### src/rtl/tiger_regfile.sv
// Register file: 32 GPRs plus a coprocessor bank, two GPR read ports and one
// COP read port (all registered), zeroed by a post-reset sweep. Optional
// write-first bypass is enabled by defining TIGER_REGFILE_BYPASS_EN.
module tiger_regfile #(
  parameter int          NUM_COP_REGS = 32,
  parameter logic [31:0] RESET_DATA   = 32'h0000_0000
) (
  input  logic        clk,
  input  logic        reset,
  input  logic        writeRegEn,
  input  logic        writeRegEnCop,
  input  logic [4:0]  writeRegNum,
  input  logic [31:0] writeRegData,
  input  logic [4:0]  readRegNumA,
  input  logic [4:0]  readRegNumB,
  input  logic [4:0]  readCopNum,
  output logic [31:0] readDataA,
  output logic [31:0] readDataB,
  output logic [31:0] readCopData,
  output logic        busy
);

  localparam int CW = $clog2(NUM_COP_REGS);

  typedef enum logic {
    CLEAR = 1'b0,
    RUN   = 1'b1
  } state_t;

  state_t      r_state;
  state_t      w_state_nxt;
  logic [4:0]  r_cnt;

  logic [31:0] r_gpr [32];
  logic [31:0] r_cop [NUM_COP_REGS];

  logic          w_run;
  logic          w_gpr_we;
  logic          w_cop_we;
  logic [CW-1:0] w_cop_waddr;
  logic [CW-1:0] w_cop_raddr;
  logic [CW-1:0] w_cnt_cop;
  logic          w_cnt_in_cop;
  logic [31:0]   w_rd_a;
  logic [31:0]   w_rd_b;
  logic [31:0]   w_rd_cop;

  assign busy         = (r_state == CLEAR);
  assign w_run        = (r_state == RUN) && !reset;
  assign w_gpr_we     = w_run && writeRegEn && (writeRegNum != 5'd0);
  assign w_cop_we     = w_run && writeRegEnCop;
  assign w_cop_waddr  = writeRegNum[CW-1:0];
  assign w_cop_raddr  = readCopNum[CW-1:0];
  assign w_cnt_cop    = r_cnt[CW-1:0];
  assign w_cnt_in_cop = (32'(r_cnt) < NUM_COP_REGS);

  // Sweep FSM: CLEAR walks r_cnt through all 32 entries, then hands over to RUN.
  always_comb begin
    w_state_nxt = r_state;
    case (r_state)
      CLEAR:   if (r_cnt == 5'd31) w_state_nxt = RUN;
      RUN:     w_state_nxt = RUN;
      default: w_state_nxt = CLEAR;
    endcase
  end

  always_ff @(posedge clk) begin
    if (reset) begin
      r_state <= CLEAR;
      r_cnt   <= 5'd0;
    end else begin
      r_state <= w_state_nxt;
      if (r_state == CLEAR) r_cnt <= r_cnt + 5'd1;
    end
  end

  // Storage has no reset of its own; the sweep is what initialises it.
  always_ff @(posedge clk) begin
    if (!reset && (r_state == CLEAR)) begin
      r_gpr[r_cnt] <= RESET_DATA;
      if (w_cnt_in_cop) r_cop[w_cnt_cop] <= RESET_DATA;
    end else begin
      if (w_gpr_we) r_gpr[writeRegNum] <= writeRegData;
      if (w_cop_we) r_cop[w_cop_waddr] <= writeRegData;
    end
  end

  always_comb begin
    w_rd_a   = (readRegNumA == 5'd0) ? 32'd0 : r_gpr[readRegNumA];
    w_rd_b   = (readRegNumB == 5'd0) ? 32'd0 : r_gpr[readRegNumB];
    w_rd_cop = r_cop[w_cop_raddr];
`ifdef TIGER_REGFILE_BYPASS_EN
    // Write-first: w_gpr_we already excludes r0 and CLEAR, so no extra guard.
    if (w_gpr_we && (writeRegNum == readRegNumA)) w_rd_a = writeRegData;
    if (w_gpr_we && (writeRegNum == readRegNumB)) w_rd_b = writeRegData;
    if (w_cop_we && (w_cop_waddr == w_cop_raddr)) w_rd_cop = writeRegData;
`endif
  end

  always_ff @(posedge clk) begin
    if (reset || (r_state == CLEAR)) begin
      readDataA   <= 32'd0;
      readDataB   <= 32'd0;
      readCopData <= 32'd0;
    end else begin
      readDataA   <= w_rd_a;
      readDataB   <= w_rd_b;
      readCopData <= w_rd_cop;
    end
  end

endmodule

### config.mk
export PLATFORM = sky130hd
export DESIGN_NAME = tiger_regfile
export DESIGN_NICKNAME = d
export VERILOG_FILES = /design/src/rtl/tiger_regfile.sv
export SDC_FILE = /design/constraint.sdc
export NUM_CORES = 2
export LEC_CHECK = 0
export BUFFER_PORTS_ARGS = -buffer_cell sky130_fd_sc_hd__buf_2
export CELL_PAD_IN_SITES_DETAIL_PLACEMENT = 1
export CELL_PAD_IN_SITES_GLOBAL_PLACEMENT = 1
export CORE_MARGIN = 2
export CORE_UTILIZATION = 55
export CTS_CLUSTER_DIAMETER = 50
export CTS_CLUSTER_SIZE = 24
export DETAILED_ROUTE_END_ITERATION = 7
export GPL_ROUTABILITY_DRIVEN = 0
export GPL_TIMING_DRIVEN = 0
export PLACE_DENSITY = 0.77
export SYNTH_ARGS = -nofsm -noshare
export SYNTH_HDL_FRONTEND = slang
export SYNTH_SLANG_ARGS = --single-unit
### constraint.sdc
create_clock -name clk -period 9.42 [get_ports clk]
set_input_delay 0 -clock clk [delete_from_list [all_inputs] [get_ports clk]]
set_output_delay 0 -clock clk [all_outputs]
set_load 0.01 [all_outputs]
==> out/metrics.yaml <==
die:
  die_h_um: 409.4
  die_w_um: 409.4
  initial_utilization_pct: 55.46
  row_count: 148
  io_pins: 153
  dieArea_um2: 167600
  core_um2: 163000
clock_tree:
  cts_tree: "built"
  cts_made_buffers: 174
  postCtsSetupBuffers: 0
  clock_latency_ns: 0.88
  cts_buffer_depth: 3
  clk_pin_slew_ns: 0.09
  cts.sinks: 2150
  post_cts_resized: 0
  htreeDepth: 4
  root_buffer: "clkbuf_16"
logic_synthesis:
  yosys.cell_types.count: 55
  synth_seq_cells: 2150
  netlist.area_leader.share_pct: 68.05
  netlist_area_um2: 90380
  netlist_instances: 4758
  synth_area_leaders: "edfxtp_1 (68%), mux4_2 (10%), mux2i_1 (7.6%)"
  syn_avg_cell_area_um2: 18.99
  async_flop_share_pct: 0
  synth_edf_count: 2048
  synth_top_cell_by_area: "edfxtp_1"
  synth_flop_cell: "edfxtp_1"
  synth_most_common_cell: "edfxtp_1"
  synth_nets: 4816
  yosys_warnings: 0
  ys_seq_area_share_pct: 70.31
  synth_top_cells_by_count: "edfxtp_1 (2048), mux2i_1 (684), mux4_2 (408), a22oi_1 (212), nand2_1 (149)"
sta:
  hold_viol: 0
  fmax_mhz: 248.0
  fin_crit_sh_pct: 42.81
  worst_pin_slew_ns: 1.637
  fin_worst_skew_ns: 0.04209
  hold_slack_ns: 0.007170
  slew_violations: 33
  maxSlewHeadroom_pct: -9.145
  rsz0062_at_grt: "no"
  setup_viol: 0
  fin_crit_ns: 4.033
global_routing:
  use_met1_pct: 52.06
  grt_pass1_wl_um: 426300
  grt_overflow: 0
  top_usage_layer: "met2"
  track_usage_pct: 36.31
  grt_max_degree: 33
  grt.met2_usage_pct: 53.14
  grt_use_met3_pct: 9.247
  antenna_found_initial: 9
  grt_pass1_vias: 55500
placed_design:
  hpwlAfterDp_um: 209900
  portBuffers: 141
  dp.cells: 7179
hold_path:
  worstHoldStart: "writeRegData[3]"
  worstHoldPathType: "in2reg"
  min_to: "r_cop[4][3]$_DFFE_PP_"
  worstHoldPathCells: 2
critical_path:
  crit_path_start_kind: "register"
  r2r_slack_ns: 5.39
  crit_type: "reg2reg"
  cp-end-kind: "register"
  path_cells: "buf_2 -> nor2b_2 -> and3_1 -> clkbuf_1 -> clkbuf_1 -> nand3_1 -> nand4_1 -> dlygate4sd3_1"
  timing.critical_path.mode_cell: "clkbuf_1"
  required_ns: 10.20
  crit_slowest_cell: "nor2b_2"
  r2r_end: "readDataA[0]$_SDFF_PP0_"
  rr_worst_depth: 8
  cp_data_arrival_time_ns: 4.81
  r2r-start: "r_state$_SDFF_PP0_"
  path_max_fanout: 10
  cpPeakStageDelay_ns: 0.87
power_and_ir_drop:
  power_mw: 19.55
  powerDensity_nw_per_um2: 191.0
  ir_worst_vdd_mv: 0.2035
  p_leak_nw: 31.98
layout:
  final_net_count: 5250
  syn2layout_area_growth_pct: 13.22
  post-route-util_pct: 62.79
  fin_cells: 7518
  layout-drive-gt1-share_pct: 24.95
route:
  vias: 54910
  ant_nets: 0
  viasPerCell: 7.304
  wl_per_cell_um: 40.62
  drc: 0
  drt_wl_total_um: 305300
  drtIter0Drc: 9157
  drtPass1Iterations: 6
outcome:
  violations: "max-capacitance violations, max-slew violations"
  outcome: "complete, but fails checks"
job:
  cap_violations: 4
-- cell usage in the layout, fill, tap and decap left out, types with 76 or more instances in the layout --
master | netlist | routed
edfxtp_1 | 2048 | 2048
dfxtp_1 | 102 | 102
clkbuf_16 | 0 | 180
clkbuf_1 | 141 | 150
mux2i_1 | 684 | 684
a22oi_1 | 212 | 212
buf_2 | 114 | 255
nand3_1 | 76 | 76
mux4_2 | 408 | 408
nand2_1 | 149 | 149
mux2_2 | 88 | 88
-- layout make-up --
type                       count  area (um2)
timing repair buffer         258        2475
tap                         2175        2721
clock buffer                 192        4559
buffer                       346        1826
multi-input combinational   2253       25440
fill                       13760       60630
clock inverter               131        1723
antenna                        4       10.01
sequential                  2150       63540
inverter                       9       33.78
-- critical path, delay by kind of cell, from the launching register on --
kind | cells | cell delay [ns]
flops | 1 | 0.33
buf+inv | 4 | 1.82
simple gates | 4 | 1.77
-- metrics by stage --
| step | area [um2] | setup WS [ns] | setup TNS, ns |
|---|---|---|---|
| finish | 102300 | 5.387 | 0 |
| global route | 102300 | 5.450 | 0 |
| CTS | 102300 | 5.548 | 0 |
| detailed placement | 95910 | 5.674 | 0 |
| global placement | 93800 | -3.708 | -118.17 |
| floorplan | 90380 | 2.639 | 0 |
-- worst max path at each step --
stage                       start                      end  slack (ns)  cells past startpoint
2_1_floorplan  r_state$_SDFF_PP0_   r_gpr[21][0]$_DFFE_PP_        2.64                      6
3_3_place_gp       writeRegNum[4]   r_gpr[21][7]$_DFFE_PP_       -3.71                      5
3_5_place_dp   r_state$_SDFF_PP0_    r_cop[0][4]$_DFFE_PP_        5.67                      7
4_1_cts        r_state$_SDFF_PP0_  readDataA[0]$_SDFF_PP0_        5.55                      8
5_1_grt        r_state$_SDFF_PP0_  readDataA[0]$_SDFF_PP0_        5.45                      8
6_report       r_state$_SDFF_PP0_  readDataA[0]$_SDFF_PP0_        5.39                      8
-- timing repair --
item | 4_1_cts | 5_1_grt
hold buffers | 11 | 1
hold endpoints to repair | 14 | 1
setup endpoints to repair | 0 | 0
-- cell families after synthesis --
| kind of cell | count (synthesis) | synth area share, % |
|---|---|---|
| AO/OA/AOI/OAI | 527 | 4.519 |
| XOR/XNOR | 2 | 0.01939 |
| adder cells (fa/ha/maj) | 2 | 0.02768 |
| buffers and inverters | 355 | 2.054 |
| flip-flops | 2150 | 70.31 |
| multiplexers | 1234 | 20.41 |
| AND/OR/NAND/NOR | 488 | 2.664 |
-- registers in the layout (all words and copies together), names as in the netlist --
register / count
readDataB: 32
r_state: 1
r_cnt: 5
r_gpr: 1024
r_cop: 1024
readCopData: 32
readDataA: 32
-- per-layer routing --
metal | vias up | part of all wire [%]
met1 | 28800 | 38
met4 | 2 | 5.0
met2 | 4514 | 44
met3 | 749 | 13
met5 | - | 0.0043
li1 | 20840 | -
-- power by group --
part           internal (mW)  switching (mW)  total, mW
sequential              10.4          0.0250       10.4
combinational          0.379           0.729       1.11
clock                   4.19            3.86       8.05
Note: power is estimated with default switching activity, not from simulation.
